## src/rtl/scroll_field_pkg.sv

```systemverilog
// Shared constants for the scrolling playfield: FSM state encoding and score width.
package scroll_field_pkg;

   typedef enum logic [1:0] {
      IDLE = 2'd0,
      RUN  = 2'd1,
      LOAD = 2'd2,
      OVER = 2'd3
   } state_t;

   localparam int SCORE_W = 16;

endpackage

```

## src/rtl/scroll_field_if.sv

```systemverilog
// Spawn handshake between a pattern generator (master) and the playfield (slave).
interface scroll_field_if #(
   parameter int COLS     = 16,
   parameter int BUF_ROWS = 16
) ();

   logic                     spawn_valid;
   logic [COLS*BUF_ROWS-1:0] spawn_pattern;
   logic                     spawn_ready;

   modport master (output spawn_valid, output spawn_pattern, input spawn_ready);
   modport slave  (input spawn_valid, input spawn_pattern, output spawn_ready);

endinterface

```

## src/rtl/scroll_field_row_popcount.sv

```systemverilog
// Saturating accumulate of the number of set bits in one playfield row.
// Only built when SCROLL_FIELD_SCORE_EN is defined.
`ifdef SCROLL_FIELD_SCORE_EN
module row_popcount
   import scroll_field_pkg::*;
#(
   parameter int COLS = 16
) (
   input  logic [COLS-1:0]    row,
   input  logic [SCORE_W-1:0] acc_in,
   output logic [SCORE_W-1:0] acc_out
);

   logic [SCORE_W:0] cnt;
   logic [SCORE_W:0] sum;

   always_comb begin
      cnt = '0;
      for (int i = 0; i < COLS; i++) begin
         cnt = cnt + {{SCORE_W{1'b0}}, row[i]};
      end
      sum     = {1'b0, acc_in} + cnt;
      acc_out = sum[SCORE_W] ? '1 : sum[SCORE_W-1:0];
   end

endmodule
`endif

```

## src/rtl/scroll_field.sv

```systemverilog
// Vertically scrolling obstacle field with hidden spawn buffer, collision and score.
// Score counting is compiled in only with SCROLL_FIELD_SCORE_EN defined.
module scroll_field
   import scroll_field_pkg::*;
#(
   parameter int COLS      = 16,
   parameter int ROWS      = 32,
   parameter int BUF_ROWS  = 16,
   parameter int SPEED_DIV = 4
) (
   input  logic                    clock,
   input  logic                    resetn,
   input  logic                    start,
   input  logic                    tick,
   scroll_field_if.slave           spawn,
   input  logic [$clog2(COLS)-1:0] player_col,
   output logic [COLS*ROWS-1:0]    field,
   output logic                    collision,
   output logic [SCORE_W-1:0]      score,
   output logic [1:0]              state
);

   localparam int TOT = BUF_ROWS + ROWS;
   localparam int PCW = $clog2(COLS);
   localparam logic [PCW:0]   COLS_W   = COLS[PCW:0];
   localparam logic [PCW-1:0] LAST_COL = PCW'(COLS - 1);

   state_t                     state_q, state_d;
   logic [COLS-1:0][TOT-1:0]   col_q, col_d, col_upd;
   logic [7:0]                 div_q, div_d;
   logic [SCORE_W-1:0]         score_q, score_d, score_upd;
   logic                       coll_q, coll_d;
   logic [COLS*ROWS-1:0]       field_q, field_d;
   logic [COLS-1:0]            bottom_upd, buf_nz;
   logic                       active, scroll, accept, hit, ready_w;
   logic [PCW-1:0]             pc;

   assign active  = (state_q == RUN) || (state_q == LOAD);
   assign scroll  = active && tick && (div_q == 8'(SPEED_DIV - 1));
   assign ready_w = (state_q == RUN) && !(|buf_nz);
   assign accept  = spawn.spawn_valid && ready_w;
   assign spawn.spawn_ready = ready_w;

   assign pc  = ({1'b0, player_col} >= COLS_W) ? LAST_COL : player_col;
   assign hit = bottom_upd[pc];

   // Row index equals bit index: row 0 (top of buffer) is bit 0, so a scroll is a left shift.
   genvar gi;
   generate
      for (gi = 0; gi < COLS; gi++) begin : g_col
         logic [TOT-1:0] shifted;
         assign shifted     = scroll ? {col_q[gi][TOT-2:0], 1'b0} : col_q[gi];
         assign col_upd[gi] = accept
                            ? (shifted | {{ROWS{1'b0}}, spawn.spawn_pattern[gi*BUF_ROWS +: BUF_ROWS]})
                            : shifted;
         assign bottom_upd[gi] = col_upd[gi][TOT-1];
         assign buf_nz[gi]     = |col_q[gi][BUF_ROWS-1:0];
         assign field_d[gi*ROWS +: ROWS] = col_q[gi][TOT-1:BUF_ROWS];
      end
   endgenerate

`ifdef SCROLL_FIELD_SCORE_EN
   logic [COLS-1:0]    bottom_q;
   logic [SCORE_W-1:0] score_sum;

   generate
      for (gi = 0; gi < COLS; gi++) begin : g_bottom
         assign bottom_q[gi] = col_q[gi][TOT-1];
      end
   endgenerate

   row_popcount #(.COLS(COLS)) u_popcount (
      .row     (bottom_q),
      .acc_in  (score_q),
      .acc_out (score_sum)
   );

   assign score_upd = scroll ? score_sum : score_q;
`else
   assign score_upd = '0;
`endif

   always_comb begin
      state_d = state_q;
      col_d   = col_q;
      div_d   = div_q;
      score_d = score_q;
      coll_d  = coll_q;
      case (state_q)
         IDLE: begin
            if (start) begin
               state_d = RUN;
               col_d   = '0;
               score_d = '0;
               div_d   = '0;
            end
         end
         RUN, LOAD: begin
            col_d   = col_upd;
            score_d = score_upd;
            if (tick) begin
               div_d = scroll ? 8'd0 : div_q + 8'd1;
            end
            if (hit) begin
               coll_d  = 1'b1;
               state_d = OVER;
            end else if (state_q == LOAD) begin
               state_d = RUN;
            end else if (accept) begin
               state_d = LOAD;
            end
         end
         OVER: begin
            if (start) begin
               state_d = RUN;
               col_d   = '0;
               score_d = '0;
               div_d   = '0;
               coll_d  = 1'b0;
            end
         end
         default: state_d = IDLE;
      endcase
   end

   always_ff @(posedge clock) begin
      if (!resetn) begin
         state_q <= IDLE;
         col_q   <= '0;
         div_q   <= '0;
         score_q <= '0;
         coll_q  <= 1'b0;
         field_q <= '0;
      end else begin
         state_q <= state_d;
         col_q   <= col_d;
         div_q   <= div_d;
         score_q <= score_d;
         coll_q  <= coll_d;
         field_q <= field_d;
      end
   end

   assign field     = field_q;
   assign collision = coll_q;
   assign score     = score_q;
   assign state     = state_q;

endmodule

```

## src/flat_wrapper.sv

```systemverilog
// flat-port wrapper written by rule: the top's interface ports become plain ports
module scroll_field_flat import scroll_field_pkg::*;
#(
   parameter int COLS      = 16,
   parameter int ROWS      = 32,
   parameter int BUF_ROWS  = 16,
   parameter int SPEED_DIV = 4
)
  (clock, resetn, start, tick, player_col, field, collision, score, state, spawn_spawn_valid, spawn_spawn_pattern, spawn_spawn_ready);
  scroll_field_if #(.COLS(COLS), .BUF_ROWS(BUF_ROWS)) spawn_i ();
  input  logic clock;
  input  logic resetn;
  input  logic start;
  input  logic tick;
  input  logic [$clog2(COLS)-1:0] player_col;
  output logic [COLS*ROWS-1:0] field;
  output logic collision;
  output logic [SCORE_W-1:0] score;
  output logic [1:0] state;
  input wire logic [$bits(spawn_i.spawn_valid)-1:0] spawn_spawn_valid;
  input wire logic [$bits(spawn_i.spawn_pattern)-1:0] spawn_spawn_pattern;
  output wire logic [$bits(spawn_i.spawn_ready)-1:0] spawn_spawn_ready;
  assign spawn_i.spawn_valid = spawn_spawn_valid;
  assign spawn_i.spawn_pattern = spawn_spawn_pattern;
  assign spawn_spawn_ready = spawn_i.spawn_ready;
  scroll_field #(.COLS(COLS), .ROWS(ROWS), .BUF_ROWS(BUF_ROWS), .SPEED_DIV(SPEED_DIV)) u_core (.clock(clock), .resetn(resetn), .start(start), .tick(tick), .spawn(spawn_i), .player_col(player_col), .field(field), .collision(collision), .score(score), .state(state));
endmodule
```

## config.mk

```make
export PLATFORM = sky130hd
export DESIGN_NAME = scroll_field_flat
export DESIGN_NICKNAME = d
export VERILOG_FILES = /design/src/rtl/scroll_field_pkg.sv /design/src/rtl/scroll_field_if.sv /design/src/rtl/scroll_field_row_popcount.sv /design/src/rtl/scroll_field.sv /design/src/flat_wrapper.sv
export SDC_FILE = /design/constraint.sdc
export NUM_CORES = 2
export LEC_CHECK = 0
export ABC_AREA = 1
export BUFFER_PORTS_ARGS = -buffer_cell sky130_fd_sc_hd__buf_4
export CELL_PAD_IN_SITES_DETAIL_PLACEMENT = 2
export CELL_PAD_IN_SITES_GLOBAL_PLACEMENT = 2
export CORE_AREA = 3 3 253 504
export DETAILED_ROUTE_END_ITERATION = 6
export DIE_AREA = 0 0 256 507
export GPL_ROUTABILITY_DRIVEN = 0
export PLACE_DENSITY_LB_ADDON = 0.1
export SLEW_MARGIN = 0
export SYNTH_ARGS = -nofsm -noshare
export SYNTH_HDL_FRONTEND = slang
export SYNTH_SLANG_ARGS = --single-unit
```

## constraint.sdc

```tcl
create_clock -name clock -period 3.3 [get_ports clock]
set_input_delay 0.165 -clock clock [delete_from_list [all_inputs] [get_ports clock]]
set_output_delay 0.165 -clock clock [all_outputs]
set_load 0.02 [all_outputs]
```

==> results.yml <==
logic_synthesis:
  yosysWarnings: 0
  netlist_area_um2: 43300
  synth-seq-area-share_pct: 59.6
  synth_cell_types: 32
  synth_top_area_cell: "dfxtp_1"
  syn_avg_cell_area_um2: 8.21
  synth.area.top_cells: "dfxtp_1 (60%), nand2_1 (14%), o22ai_1 (7.2%)"
  syn_inst: 5277
  synth_seq_cells: 1291
  synth.top_cell.area_share_pct: 59.6
timing:
  fin_skew_ns: 0.0366
  worst_slew_pin_slew_ns: 1.13
  period_needed_ns: 3.18
  hold_ws_ns: 0.0662
  final_max_slew_viol_count: 0
  hold_viol: 0
  rsz0062_at_grt: "yes"
  max_freq_mhz: 315
  timing.final.crit_share_pct: 96.3
  setup_viol: 0
  maxSlewHeadroom_pct: 24.8
worst_setup_path:
  slowest_stage: "dlygate4sd3_1"
  required_ns: 3.93
  cp_max_fo: 25
  path_cells: "nor2_1 > nand3_1 > nor2_1 > nand2_1 > nor2_1 > nand2_1 > nor2_2 > nand4_4 > inv_8 > buf_4 > nand2_1 > nand3_1 > nand2_1 > nand2_1 > dlygate4sd3_1"
  cp-startpoint: "u_core.col_q[58]$_SDFFE_PN0P_"
  reg2reg_slack_ns: 0.12
  worstSetupPathType: "reg2reg"
  regToRegEndpoint: "u_core.col_q[625]$_SDFFE_PN0P_"
  cp_num_buf_inv: 3
  worstPathArrival_ns: 3.81
  crit_family: "simple AND/OR/NAND/NOR gates"
  startpoint_type: "flop"
  max_stage_delay_ns: 0.58
  ff2ff_path_depth: 15
  critPathMostFrequentCell: "nand2_1"
  end_kind: "flop"
  r2r_start: "u_core.col_q[58]$_SDFFE_PN0P_"
global_route:
  grt.busiest_layer: "met2"
  grt_use_total_pct: 27.3
  grt_use_met2_pct: 49.1
  grt-ovfl-total: 0
  grt_max_degree: 145
  antenna_found_initial: 7
  grtUsageMet1_pct: 31.2
  grt_pass1_vias: 44200
  met3_usage_pct: 9.58
  grt_pass1_wl_um: 277000
placement:
  hpwl_um: 114000
  dp_cells: 7442
  postPlaceCellArea_um2: 50500
  io_buffer_count: 780
route:
  wl_per_cell_um: 23.1
  drc: 0
  first_iter_violations: 2187
  firstDrtPassIters: 4
  num_vias: 39700
  finalWirelength_um: 183000
  vias_per_cell: 5.00
  drtAntennaViolNets: 0
clock_network:
  cts_tree: "yes"
  clk_path_buf_depth: 3
  cts.sinks: 1291
  cts_root_buffer: "clkbuf_16"
  post_cts_buffers: 0
  cts.htree.levels: 3
  cts-buffers-inserted: 114
  clkLatencyLatePin_ns: 0.72
  cts.clk_slew.worst_paths_ns: 0.07
outcome:
  status: "finished, final reports clean"
die:
  io_pins: 797
  dieWidth_um: 256
  dieArea_um2: 130000
  die_y_um: 507
  num_rows: 183
  core_area_um2: 124000
  start_util_pct: 34.9
layout:
  most-common-layout-cells: "nand2_1 (1664), dfxtp_1 (1291), buf_4 (804), inv_1 (646), o22ai_1 (496)"
  instances_no_fill: 7930
  final_area_um2: 57300
  fin_nets: 6436
  final_common_cell: "nand2_1"
  drive_gt1_share_pct: 16.9
  fill_cells: 13600
  area_growth_pct: 32.2
worst_hold_path:
  hp-class: "in2reg"
  holdPathStages: 6
  whs_endpoint: "u_core.collision$_SDFFE_PN0P_"
  hold_start: "player_col[2]"
power:
  p_per_area_nw_per_um2: 856
  peakVddDrop_mv: 1.26
  total_leakage_power_uw: 0.0283
job:
  cap_viol_max_count: 0
kinds of logic after synthesis:
family | after synthesis | share of synthesized area, %
buffers and inverters | 995 | 9.19
AND/OR/NAND/NOR | 2290 | 21.3
flip-flops | 1291 | 59.6
other | 1 | 0.00865
XOR/XNOR | 2 | 0.0404
adder cells (fa/ha/maj) | 4 | 0.115
AO/OA/AOI/OAI | 694 | 9.72
power breakdown:
group	total, uW	switching (uW)	internal (uW)
Clock	14200	6270	7950
Combinational	17000	11900	5110
Sequential	17800	1120	16700
metal layers:
layer  up-vias  routed length, um
met5         -                 25
met4         4               3320
met3       185              15300
met2       947              91800
met1     20000              72500
li1      18500                  -
Yosys cell counts (all sizes together):
library cell  count
a211oi            1
o31ai            16
clkbuf          240
nand2          1665
a221oi            1
a21oi            22
nor2            160
conb              1
a31o             19
nand3           448
nor3              1
or2               1
o22ai           496
buf             105
a31oi             1
ha                4
xnor2             1
and3              1
xor2              1
o21ai           138
inv             650
nand4            14
dfxtp          1291
flip-flops by register name (all words and copies together) (netlist names):
register	flops
u_core.field	512
u_core.div_q	8
u_core.collision	1
u_core.col_q	768
u_core.state	2
stage by stage:
stage / worst slack (ns) / setup TNS, ns / power [uW] / utilization, %
final: 0.122 / 0 / 49100 / 46.1
after global routing: -0.0415 / -0.179 / 51000 / 46.1
after CTS: 0.0389 / 0 / 47400 / 46.0
after detailed placement: 0.474 / 0 / 32700 / 40.6
after global placement: 0.511 / 0 / 32400 / 40.6
after floorplan: 0.956 / 0 / 32700 / -
tightest hold or removal path, cell delays in order:
cell     delay [ns]
buf_4          0.10
nand3_1        0.07
nand3_1        0.15
nand2_1        0.10
nand2_1        0.07
a21oi_1        0.05
cell type report:
cell class                      count  area, um2  area share [%]
Clock inverter                     41        557           0.972
Clock buffer                      167       3400            5.94
Inverter                          650       2470            4.31
Antenna cell                        6       15.0          0.0262
Sequential cell                  1291      25800            45.1
Timing Repair Buffer             1104       9310            16.2
Multi-Input combinational cell   3006      13600            23.8
Tap cell                         1665       2080            3.64
worst max-delay path by stage:
stage	slack, ns	cells after the start	to
finish	0.12	15	u_core.col_q[625]$_SDFFE_PN0P_
global route	-0.04	15	u_core.col_q[241]$_SDFFE_PN0P_
CTS	0.04	14	u_core.state[0]$_SDFFE_PN0P_
detailed placement	0.47	9	u_core.col_q[513]$_SDFFE_PN0P_
global placement	0.51	12	u_core.col_q[432]$_SDFFE_PN0P_
floorplan	0.96	12	u_core.col_q[449]$_SDFFE_PN0P_
what timing repair did:
| item | in CTS | in global routing |
|---|---|---|
| endpoints found under the setup margin | 0 | 14 |
| hold buffers | 273 | 0 |
| endpoints found under the hold margin | 266 | 0 |
| resized for setup | 0 | 10 |
No activity file was read; power rests on OpenSTA's default activity.
